<file path="config.mk">
export PLATFORM = sky130hd
export DESIGN_NAME = uart_boot_loader
export DESIGN_NICKNAME = d
export VERILOG_FILES = /design/src/rtl/uart_boot_loader.sv
export SDC_FILE = /design/constraint.sdc
export NUM_CORES = 1
export LEC_CHECK = 0
export BUFFER_PORTS_ARGS = -buffer_cell sky130_fd_sc_hd__buf_2
export CORE_MARGIN = 2
export CORE_UTILIZATION = 40
export DETAILED_ROUTE_END_ITERATION = 8
export HOLD_SLACK_MARGIN = 0.15
export PLACE_DENSITY = 0.64
export SLEW_MARGIN = 25
export SYNTH_ARGS = -nofsm -noshare
export SYNTH_HDL_FRONTEND = slang
export SYNTH_SLANG_ARGS = --single-unit
</file>
<file path="constraint.sdc">
create_clock -name clk -period 3.85 [get_ports clk]
set_input_delay 0.1925 -clock clk [delete_from_list [all_inputs] [get_ports clk]]
set_output_delay 0.1925 -clock clk [all_outputs]
set_load 0.05 [all_outputs]
</file>
<file path="src/rtl/uart_boot_loader.sv">
// Boot loader: parses a framed program image from the UART receiver and writes it
// word by word into instruction memory, releasing the CPU only after a clean frame.
module uart_boot_loader #(
    parameter int          ADDR_W    = 12,
    parameter int          BASE_ADDR = 0,
    parameter logic [7:0]  SYNC_BYTE = 8'h55,
    parameter int          TIMEOUT   = 1_000_000
) (
    input  logic              clk,
    input  logic              reset,
    input  logic [7:0]        rx_byte,
    input  logic              rx_valid,
    output logic              mem_req,
    input  logic              mem_ack,
    output logic [ADDR_W-1:0] mem_addr,
    output logic [31:0]       mem_wdata,
    output logic              cpu_hold,
    output logic              busy,
    output logic              done,
    output logic              error
);

    typedef enum logic [2:0] {
        S_IDLE, S_LEN_LO, S_LEN_HI, S_DATA, S_WRITE, S_CHK, S_DONE, S_ERR
    } state_t;

    localparam int                CNT_W    = (TIMEOUT > 1) ? $clog2(TIMEOUT) : 1;
    localparam logic [CNT_W-1:0]  TMO_LAST = CNT_W'(TIMEOUT - 1);
    localparam logic [ADDR_W-1:0] BASE_A   = ADDR_W'(BASE_ADDR);
    localparam logic [32:0]       MAX_LEN  = 33'd1 << ADDR_W;

    function automatic logic in_frame(input state_t s);
        return (s != S_IDLE) && (s != S_DONE) && (s != S_ERR);
    endfunction

    state_t              state_r, state_n;
    logic [7:0]          len_lo_r, len_lo_n;
    logic [16:0]         words_left_r, words_left_n;
    logic [1:0]          byte_idx_r, byte_idx_n;
    logic [31:0]         wdata_r, wdata_n;
    logic [ADDR_W-1:0]   addr_r, addr_n;
    logic [7:0]          xor_r, xor_n;
    logic [7:0]          pend_r, pend_n;
    logic                pend_vld_r, pend_vld_n;
    logic [CNT_W-1:0]    cnt_r, cnt_n;
    logic                mem_req_r, cpu_hold_r, busy_r, done_r, error_r;
    logic                take_s, overrun_s, tmo_s, frozen_s;
    logic [7:0]          byte_s;

    // A pending byte always takes precedence over the live receiver byte.
    assign byte_s   = pend_vld_r ? pend_r : rx_byte;
    assign take_s   = in_frame(state_r) && (state_r != S_WRITE) && (pend_vld_r || rx_valid);
    assign frozen_s = (state_r == S_WRITE) && pend_vld_r;
    assign tmo_s    = in_frame(state_r) && !rx_valid && !frozen_s && (cnt_r >= TMO_LAST);

    // Next-state, datapath and pending-byte logic.
    always_comb begin
        state_n      = state_r;
        len_lo_n     = len_lo_r;
        words_left_n = words_left_r;
        byte_idx_n   = byte_idx_r;
        wdata_n      = wdata_r;
        addr_n       = addr_r;
        xor_n        = xor_r;
        pend_n       = pend_r;
        pend_vld_n   = pend_vld_r;
        overrun_s    = 1'b0;

        if (rx_valid || !in_frame(state_r)) begin
            cnt_n = '0;
        end else if (frozen_s) begin
            cnt_n = cnt_r;
        end else begin
            cnt_n = cnt_r + CNT_W'(1);
        end

        // One-entry buffer: fills in WRITE, refills if a byte lands while it drains.
        if (state_r == S_WRITE) begin
            if (rx_valid) begin
                if (pend_vld_r) begin
                    overrun_s = 1'b1;
                end else begin
                    pend_vld_n = 1'b1;
                    pend_n     = rx_byte;
                end
            end else begin
                pend_vld_n = pend_vld_r;
            end
        end else if (pend_vld_r && rx_valid) begin
            pend_n     = rx_byte;
            pend_vld_n = 1'b1;
        end else begin
            pend_vld_n = 1'b0;
        end

        case (state_r)
            S_IDLE, S_DONE, S_ERR: begin
                if (rx_valid && (rx_byte == SYNC_BYTE)) begin
                    state_n    = S_LEN_LO;
                    xor_n      = 8'h00;
                    addr_n     = BASE_A;
                    byte_idx_n = 2'd0;
                end else begin
                    state_n = state_r;
                end
            end
            S_LEN_LO: begin
                if (take_s) begin
                    len_lo_n = byte_s;
                    xor_n    = xor_r ^ byte_s;
                    state_n  = S_LEN_HI;
                end else begin
                    state_n = S_LEN_LO;
                end
            end
            S_LEN_HI: begin
                if (take_s) begin
                    xor_n        = xor_r ^ byte_s;
                    words_left_n = {1'b0, byte_s, len_lo_r};
                    byte_idx_n   = 2'd0;
                    if ({17'd0, byte_s, len_lo_r} > MAX_LEN) begin
                        state_n = S_ERR;
                    end else if ({byte_s, len_lo_r} == 16'd0) begin
                        state_n = S_CHK;
                    end else begin
                        state_n = S_DATA;
                    end
                end else begin
                    state_n = S_LEN_HI;
                end
            end
            S_DATA: begin
                if (take_s) begin
                    xor_n      = xor_r ^ byte_s;
                    byte_idx_n = byte_idx_r + 2'd1;
                    case (byte_idx_r)
                        2'd0:    wdata_n[7:0]   = byte_s;
                        2'd1:    wdata_n[15:8]  = byte_s;
                        2'd2:    wdata_n[23:16] = byte_s;
                        default: wdata_n[31:24] = byte_s;
                    endcase
                    if (byte_idx_r == 2'd3) begin
                        state_n = S_WRITE;
                    end else begin
                        state_n = S_DATA;
                    end
                end else begin
                    state_n = S_DATA;
                end
            end
            S_WRITE: begin
                if (mem_ack) begin
                    addr_n       = addr_r + ADDR_W'(1);
                    words_left_n = words_left_r - 17'd1;
                    if (words_left_r == 17'd1) begin
                        state_n = S_CHK;
                    end else begin
                        state_n = S_DATA;
                    end
                end else begin
                    state_n = S_WRITE;
                end
            end
            S_CHK: begin
                if (take_s) begin
                    if (byte_s == xor_r) begin
                        state_n = S_DONE;
                    end else begin
                        state_n = S_ERR;
                    end
                end else begin
                    state_n = S_CHK;
                end
            end
            default: state_n = S_IDLE;
        endcase

        if (overrun_s || tmo_s) begin
            state_n = S_ERR;
        end else begin
            state_n = state_n;
        end

        if (!in_frame(state_n)) begin
            pend_vld_n = 1'b0;
        end else begin
            pend_vld_n = pend_vld_n;
        end
    end

    // State, datapath and registered outputs; outputs are decoded from the next state.
    always_ff @(posedge clk or posedge reset) begin
        if (reset) begin
            state_r      <= S_IDLE;
            len_lo_r     <= 8'h00;
            words_left_r <= 17'd0;
            byte_idx_r   <= 2'd0;
            wdata_r      <= 32'd0;
            addr_r       <= BASE_A;
            xor_r        <= 8'h00;
            pend_r       <= 8'h00;
            pend_vld_r   <= 1'b0;
            cnt_r        <= '0;
            mem_req_r    <= 1'b0;
            cpu_hold_r   <= 1'b1;
            busy_r       <= 1'b0;
            done_r       <= 1'b0;
            error_r      <= 1'b0;
        end else begin
            state_r      <= state_n;
            len_lo_r     <= len_lo_n;
            words_left_r <= words_left_n;
            byte_idx_r   <= byte_idx_n;
            wdata_r      <= wdata_n;
            addr_r       <= addr_n;
            xor_r        <= xor_n;
            pend_r       <= pend_n;
            pend_vld_r   <= pend_vld_n;
            cnt_r        <= cnt_n;
            mem_req_r    <= (state_n == S_WRITE);
            cpu_hold_r   <= (state_n != S_DONE);
            busy_r       <= in_frame(state_n);
            done_r       <= (state_n == S_DONE);
            error_r      <= (state_n == S_ERR);
        end
    end

    assign mem_req   = mem_req_r;
    assign mem_addr  = addr_r;
    assign mem_wdata = wdata_r;
    assign cpu_hold  = cpu_hold_r;
    assign busy      = busy_r;
    assign done      = done_r;
    assign error     = error_r;

endmodule

</file>
==> metrics.txt, run 1 <==
Syn Inst Count 604; CP required 4.16 ns; mux cell area share after synthesis 4.92%; Pre-antenna DRT Iters 5; CP Launch Type primary input; slowest stage delay, CP 0.64 ns; Core Area 0.0140 sq mm; fin nets 700; Reg clk slew, reported paths around 0.060 ns; largest net degree at the start of global routing 53; setup TNS 0 ns; CTS Buf Count 17; CTS-repair resized insts 0; Avg Cell Area, Syn 9.60 sq um; GPL Wtd Cong 0.907; CTS tree built; Synth Flop Type dfrtp_1; worst-skew pair later-pin latency 0.42 ns; Yosys Warn Count 0; Setup Skew 0.0117 ns; Adder-Cell Fraction of Synth Area 1.94%; Max-slew headroom 46.3%; Setup Viol. Count Final 0; die width 124 um; row count 43; Compound-Gate Fraction of Synth Area 16.0%; largest cells by area after synthesis dfrtp_1, o21ai_0, nor2_1; cell-by-cell trace of the critical path dlygate4sd3_1 > buf_2 > or2_1 > nor4_1 > nand2_1 > o21ai_0 > o21ai_0 > a22o_1; highest metal used met4; via count 4815; Die H 124 um; Synth area leader dfrtp_1; CP most frequent cell o21ai_0; number of global-route vias before repair 4651; async set-reset flop share out of synthesis 100%; number of port buffers 60; met3 wire length between 700 and 800 um; drt wl/cell 16.5 um; area delta synth->final 20.5%; # IOs 61; largest family of logic cells by synthesized area simple AND/OR/NAND/NOR gates; RSZ-0062 raised after global routing no; data arrival time of the worst path 3.02 ns; Synth cell types 63; worst-path fanout max 8; Initial Util about two fifths; DR iter-0 viols 411; hold crit path type in2reg; Max Slew Vio Count 0; Post-Synthesis Net Count around 630; critical path class in2reg; mapped cell area 0.00580 sq mm; total of max-cap violations 0; CTS Buffer Depth 2; met2 routed WL 6.62 mm; Total Wirelength 14.4 mm; simple-gate share of the synthesized area 20.3%; fin crit period 2.71 ns; Leakage 3.08 nW; gr ovfl total 0; WHS approximately 0.26 ns; first-pass GRT wire length 23.9 mm; Synth top area share between 40% and 50%; DP Area 0.00630 sq mm; cts hold-fix bufs 10; VDD IR max 343 uV; HPWL after detailed placement a little under 10 mm; Detail Route Antenna Nets 0; antenna violations before repair 0; Final Instance Area 0.00699 sq mm; CTS root buf clkbuf_16; share of layout cells above drive strength 1 slightly below 20%; Power Density 797 mW/mm^2; Total GRT Usage 19.2%; Post-synth EDFFs 0; crit end category register; met1 WL ~6.7 mm; worst slew pin tran 0.802 ns; CTS sink count 116; fin crit share between 70% and 80%; worst path bufs/invs 2; status complete, no violations; Post-CTS Setup Bufs 0; Post-Synth XOR/XNOR Area 4.08%; H-Tree Depth 4; Yosys reg bits 116; Max Fclk approximately 0.37 GHz; die area 0.0155 sq mm; Fill cells approximately 1300; DR vias/cell around 5.5; Crit-path slowest cell nor4_1; sequential fraction of the synthesis area 50.1%; drc violations 0; final hold vios 0; Pwr Total about 5.6 mW; critical path's top delay family simple AND/OR/NAND/NOR gates
-- through the flow --
step	std cells	utilization, %	setup slack (ns)
finish	872	49.7	1.14
detailed placement	830	44.8	0.848
global route	871	49.7	1.01
floorplan	604	-	0.587
CTS	871	49.7	0.843
global placement	830	44.8	0.974
-- synth_stat cells (2+ instances only) --
library cell and count:
a22o_1 18, dfrtp_1 115, and4_1 2, a31oi_1 2, or2_1 2, nor3_1 19, nand4_1 9, buf_6 2
nand2b_1 5, or4_4 2, mux2i_2 3, o21ai_1 2, nor2_1 73, or3_1 8, o22ai_1 4, or2_2 3
mux2i_1 6, o311ai_0 2, clkbuf_1 22, o211ai_1 6, or4_1 2, xnor2_1 11, a22oi_1 3, o21ai_0 70
ha_1 9, nand3_1 19, and3_1 4, and2_1 2, inv_1 10, nand2_1 66, nor4_1 11, xor2_1 16
a21oi_1 29, o31ai_1 2, nand3b_1 5, mux2_2 13
-- state kept, by name (all words and copies together) (netlist names) --
name and count:
state_r 3, byte_idx_r 2, mem_addr 12, busy 1
words_left_r 17, mem_req 1, cpu_hold 1, error 1
mem_wdata 32, xor_r 8, pend_vld_r 1, len_lo_r 8
cnt_r 20, done 1, pend_r 8
-- metal layers --
| metal | vias up | global-route usage (%) |
|---|---|---|
| li1 | 2326 | - |
| met1 | 2317 | 25.8 |
| met2 | 146 | 29.6 |
| met3 | 26 | 4.98 |
| met4 | 0 | 8.06 |
| met5 | - | 0 |
-- power by group --
| group | switching, mW | internal [mW] | leakage (nW) |
|---|---|---|---|
| clock | 0.555 | 0.997 | 0.275 |
| sequential | 0.398 | 1.63 | 1.48 |
| combinational | 1.35 | 0.629 | 1.32 |
-- worst min-delay path: cells and delay by family --
| family | cells | cell delay, ns |
|---|---|---|
| AND/OR/NAND/NOR | 1 | 0.21 |
| buffers and inverters | 1 | 0.12 |
| AO/OA/AOI/OAI | 1 | 0.12 |
-- cell type report --
class                   instances  area, sq um  share of cell area (%)
diodes                          1         2.50                  0.0358
flip-flops and latches        116         2910                    41.6
clock buffers                  23          478                    6.84
clock inverters                 8          101                    1.45
inverters                      11         43.8                   0.627
multi-input cells             452         2750                    39.3
repair buffers                 81          483                    6.91
well taps                     180          225                    3.22
-- cells in the final DEF, fill, tap and decap left out, types with 5 or more instances in the layout --
cell           count
nor4_1            11
buf_4             11
inv_1              9
xnor2_1           11
nand2b_1           5
mux2_2            13
a21oi_1           29
nor2_1            72
nand4_1            9
nor3_1            19
or3_1              8
buf_2             60
clkbuf_16         17
o21ai_0           70
dfrtp_1          114
o211ai_1           6
mux2i_1            6
nand2_1           65
ha_1               9
nand3_1           19
a22o_1            18
dlygate4sd3_1     10
nand3b_1           5
xor2_1            16
-- final timing paths --
kind | slack, ns | endpoint | from | depth (start not counted)
max in group asynchronous | 2.50 | cpu_hold | reset | 4
worst min-delay path | 0.26 | words_left_r[16] | mem_ack | 3
min in group asynchronous | 0.41 | mem_wdata[26] | reset | 3
worst max-delay path | 1.14 | xor_r[1] | rx_byte[1] | 8
worst max register to register | 1.20 | mem_req | pend_vld_r | 7
worst min register to register | 0.47 | mem_wdata[10] | mem_wdata[10] | 2
-- kinds of logic (layout without fill, tap and decap cells) --
group	after synthesis	count (layout)
mux	24	24
fa+ha+maj	9	9
compound gates	151	151
xor+xnor	27	27
flops	116	116
simple gates	241	241
buf+inv	36	123
other cells	0	1
(Power assumes the default switching activity.)
==> inputs of run 2 (changes only) <==
Settings changed: ABC_AREA from default to 1, PLACE_DENSITY 0.64 to 0.66.
Clock period 3.85 ns to 2.2 ns, I/O delays scaled along.
==> metrics.txt, run 2 <==
async set-reset flop share out of synthesis 100%; # IOs 61; Largest register FFs 32; Power Density 1460 mW/mm^2; worst-path fanout max 12; slowest stage delay, CP around 0.44 ns; HPWL after detailed placement 10.7 mm; fin nets a little over 900; Synth area leader dfrtp_1; Max Fclk just over 0.5 GHz; share of layout cells above drive strength 1 15.5%; DR vias/cell 5.06; Gate power share 42.3%; CTS root buf clkbuf_16; Leakage 3.76 nW; Int Pwr 6.05 mW; Storage cell area 0.00290 sq mm; Yosys Warn Count 0; crit end category register; total of max-cap violations 0; Pre-antenna DRT Iters 5; Total Wirelength 15.2 mm; Die H 128 um; fin crit period 1.97 ns; sw power between 4 and 5 mW; GPL Wtd Cong 0.856; Final Instance Area 0.00746 sq mm; Syn Inst Count 811; clock network power share about a quarter; Crit-path slowest cell dfrtp_1; Synth cell types 40; drt wl/cell ~14 um; commonest non-fill, non-tap cell in the layout nand2_1; Ant. Diodes 0; CTS Buffer Depth 2; number of port buffers 60; Initial Util 40.6%; DP Area 0.00675 sq mm; Yosys reg bits 116; Fill cells 1451; via count 5552; Switching Share 44.4%; Pwr Total 10.9 mW; worst-skew pair later-pin latency 0.42 ns; Detail Route Antenna Nets 0; Core Area 0.0151 sq mm; Max Slew Vio Count 0; Synth top area share 46.9%; H-Tree Depth 4; Reg clk slew, reported paths 0.05 ns; largest net degree at the start of global routing 117; Max-slew headroom 59.7%; data arrival time of the worst path 2.32 ns; CTS tree built; CP Launch Type register; setup TNS 0 ns; Post-synth top cells nand2_1, dfrtp_1, o21ai_0; number of global-route vias before repair roughly 5100; placed cell count ~1100; VDD IR max 736 uV; CTS sink count 116; row count 45; most frequent cell after synthesis nand2_1; largest cells by area after synthesis dfrtp_1, nand2_1, o21ai_0; most frequent cells in the layout nand2_1, dfrtp_1, o21ai_0, inv_1, nor2_1; cell-by-cell trace of the critical path inv_2 > nand2_2 > nor2_4 > buf_4 > nand2_4 > inv_2 > nor2_2 > nand2_1 > nand3_1 > nor2_2 > inv_2 > nand2_4 > nand2_2 > nor2_2; die width 128 um; status complete, no violations; Synth Flop Type dfrtp_1; gr ovfl total 0; first-pass GRT wire length 25.1 mm; Post-synth EDFFs 0; area delta synth->final 21.7%; Post-Synthesis Net Count 832; sequential power share 31.5%; fin crit share 89.6%; RSZ-0062 raised after global routing no; Final Instance Count excl. Fillers 1098; antenna violations before repair 0; sequential fraction of the synthesis area 47.4%; area of the multi-input gates 0.00276 sq mm; Setup Skew around 0.011 ns; worst slew pin tran between 0.6 and 0.7 ns; Avg Cell Area, Syn 7.56 sq um; Post-CTS Setup Bufs 0; die area 0.0163 sq mm; Setup Viol. Count Final 0; DR iter-0 viols 425; mapped cell area 0.00613 sq mm; CP required 2.55 ns; CTS Buf Count 17; drc violations 0; final hold vios 0; hold crit path type in2reg; critical path class reg2reg; Total GRT Usage 19.4%
## run 2: cell count changes in the layout (fill, tap and decap cells not counted), moves of 13 or more
cell,change
xor2_1,-13
nand2_1,+158
mux2_2,-13
inv_1,+87
nand3_1,+23
o21ai_0,+34
a22o_1,-17
## run 2: stage by stage
stage | util (%) | worst slack, ns | hold slack, ns
2_1_floorplan | - | 0.261 | 0.341
3_3_place_gp | 44.7 | 0.190 | 0.357
3_5_place_dp | 44.7 | 0.108 | 0.351
4_1_cts | 49.4 | 0.104 | 0.150
5_1_grt | 49.4 | 0.0327 | 0.182
6_report | 49.4 | 0.228 | 0.158
## run 2: routing by layer
metal	vias to the layer above	part of all wire [%]	GRT usage, %	wire length, um
li1	2825	-	-	-
met1	2549	48	27.3	7260
met2	153	45	29.6	6930
met3	25	4.8	4.38	731
met4	0	2.0	6.66	309
met5	-	0	0	0
## run 2: worst paths after layout
path                                    from       endpoint  slack, ns  cells after the start
worst max register to register    state_r[1]     pend_vld_r       0.23                     14
worst max-delay path              state_r[1]     pend_vld_r       0.23                     14
min in group asynchronous              reset  mem_wdata[14]       0.44                      4
worst min-delay path              rx_byte[5]      pend_r[5]       0.16                      5
max in group asynchronous              reset       xor_r[6]       1.35                      4
worst min register to register  mem_addr[11]   mem_addr[11]       0.47                      1
## run 2: area by class of cell
| class | count | share of cell area, % |
|---|---|---|
| timing repair buffer | 88 | 7.48 |
| tap | 188 | 3.15 |
| inverter | 102 | 5.18 |
| multi-input combinational | 573 | 37.1 |
| clock inverter | 9 | 1.69 |
| sequential | 116 | 38.9 |
| clock buffer | 22 | 6.49 |
## run 2: logic make-up after synthesis
family	count (synthesis)	share of synthesized area [%]
flops	116	47.4
fa+ha+maj	9	1.84
xor+xnor	4	0.572
simple gates	392	27.3
buf+inv	122	7.73
compound gates	168	15.2
## run 2: repair_timing
item,CTS,global route
hold buffers,9,0
gates resized for setup,0,3
endpoints found under the hold margin,124,0
endpoints found under the setup margin,0,7
## run 2: power by group through the flow
stage	Sequential (mW)	Combinational, mW	Clock [mW]
final	3.43	4.60	2.85
after global routing	3.52	5.12	2.99
after CTS	3.42	4.61	2.88
after detailed placement	3.44	4.59	0
after global placement	3.43	4.54	0
after floorplan	4.47	2.32	0
## run 2: critical path: cells and delay by family, from the launching register on
family	cells	cell delay (ns)
simple gates	10	0.96
buf+inv	4	0.50
flops	1	0.44
==> inputs of run 3 (changes only) <==
Settings changed: ABC_AREA 1 to 0, GPL_ROUTABILITY_DRIVEN from default to 0.
==> metrics.txt, run 3 (synthesis gave the netlist of run 1 again) <==
Setup crit start words_left_r[4]; number of port buffers 60; drt wl/cell around 16 um; clock network power share approximately 27%; DR iter-0 viols a little over 400; crit end category register; die width 124 um; sequential power share 32.9%; GRT Max-Usage Layer met2; antenna violations before repair 1; via count between 5000 and 6000; Max Fclk approximately 0.45 GHz; Setup Skew 0.00957 ns; Total GRT Usage 20.1%; first-pass GRT wire length 25.2 mm; fin crit share 101%; data arrival time of the worst path approximately 2.6 ns; Largest register FFs 32; CTS Buffer Depth 2; Max Slew Vio Count 0; worst hold path depth 4; RR Startpoint words_left_r[4]; HPWL after detailed placement 10.5 mm; Fill cells 1203; RSZ-0062 raised after global routing yes; commonest non-fill, non-tap cell in the layout dfrtp_1; CTS root buf clkbuf_16; number of global-route vias before repair 4991; Ant. Diodes 0; gr ovfl total 0; critical path's top delay family simple AND/OR/NAND/NOR gates; slowest stage delay, CP 0.47 ns; Initial Util between 40% and 50%; Die H 124 um; status finished, violations left; CP Depth 7; worst path bufs/invs 1; Gate power share 39.9%; Core Area 0.0140 sq mm; most frequent cells in the layout dfrtp_1, nor2_1, o21ai_0, nand2_1; CTS Buf Count 17; CP Launch Type register; die area 0.0155 sq mm; Final Instance Area 0.00764 sq mm; critical path class reg2reg; Total Wirelength 15.3 mm; cell-by-cell trace of the critical path or3_4 > or4_4 > nor3_4 > o211ai_1 > nor2_2 > inv_2 > nor4b_4; CTS sink count between 100 and 150; Power Density 1370 mW/mm^2; VDD IR max 704 uV; final hold vios 0; row count 43; failing checks setup timing; CP required 2.52 ns; fin crit period 2.22 ns; largest net degree at the start of global routing 49; DR vias/cell 5.57; Max-slew headroom 44.1%; Pre-antenna DRT Iters 5; total of max-cap violations 0; hold crit path type in2reg; M2 GR Usage between 30% and 40%; Pwr Total 10.5 mW; H-Tree Depth 4; Reg clk slew, reported paths 0.05 ns; worst setup margin -0.0230 ns; Setup Viol. Count Final 4; met3 Use GR ~5.0%; share of layout cells above drive strength 1 28.4%; worst-skew pair later-pin latency 0.42 ns; worst slew pin tran 0.835 ns; worst-path fanout max 4; Layout Utilization 54.4%; Switching Share 41.2%; met1 usage ~26%; # IOs 61; Reg2Reg Depth 7; DP Area 0.00671 sq mm; drc violations 0; fin nets 754; Detail Route Antenna Nets 0; area delta synth->final 31.7%; hold_sp rx_valid; CTS tree built; sw power approximately 4.3 mW; Leakage around 3.4 nW; Int Pwr just over 6 mW; Crit-path slowest cell or4_4
run 3: cell types whose count changed in the layout (fill, tap and decap cells not counted), sizes merged, moves of 13 or more:
cell	previous run	this run
nand2	234	66
inv	101	11
buf	79	126
mux2	0	14
nand3	42	19
o21ai	107	72
xor2	3	16
a22o	1	18
run 3: final timing paths:
| check | slack, ns | end |
|---|---|---|
| setup reg to reg | -0.02 | mem_req |
| min in group asynchronous | 0.32 | mem_wdata[18] |
| setup / recovery | -0.02 | mem_req |
| hold / removal | 0.21 | pend_vld_r |
| max in group asynchronous | 1.20 | cpu_hold |
| hold reg to reg | 0.47 | mem_wdata[29] |
run 3: power by group through the flow:
stage / Sequential [mW] / Clock [mW] / Combinational, mW
2_1_floorplan: 4.30 / 0 / 1.70
4_1_cts: 3.42 / 2.88 / 4.03
5_1_grt: 3.54 / 3.00 / 4.51
3_5_place_dp: 3.43 / 0 / 3.92
6_report: 3.44 / 2.84 / 4.18
3_3_place_gp: 3.41 / 0 / 3.82
run 3: area by class of cell:
cell class | instances | area, sq um | area share [%]
clock buffers | 20 | 457 | 5.98
clock inverters | 12 | 154 | 2.02
inverters | 11 | 45.0 | 0.590
multi-input cells | 452 | 2920 | 38.2
flip-flops and latches | 116 | 2910 | 38.0
well taps | 180 | 225 | 2.95
repair buffers | 135 | 935 | 12.2
run 3: what timing repair did:
action,in CTS,in global routing
hold buffers,9,0
gates resized for setup,16,24
endpoints found under the setup margin,8,25
cloned,0,0
setup buffers,3,3
hold endpoints to repair,33,0
pin swaps,13,16
run 3: layer usage:
| layer | wire length [um] | up-vias |
|---|---|---|
| li1 | - | 2428 |
| met1 | 6770 | 2526 |
| met2 | 7340 | 180 |
| met3 | 808 | 28 |
| met4 | 335 | 0 |
| met5 | 0 | - |
run 3: worst min-delay path: cells and delay by family:
kind	cells	cell delay [ns]
compound gates	1	0.10
simple gates	2	0.24
buf+inv	1	0.12
run 3: per-stage QoR:
stage	setup WS, ns	hold WS [ns]	TNS [ns]	cells
5_1_grt	-0.118	0.221	-0.650	926
6_report	-0.0230	0.206	-0.0406	926
4_1_cts	-0.102	0.180	-0.328	923
3_3_place_gp	-0.131	0.212	-0.208	881
2_1_floorplan	0.0219	0.261	0	604
3_5_place_dp	-0.187	0.224	-0.473	881
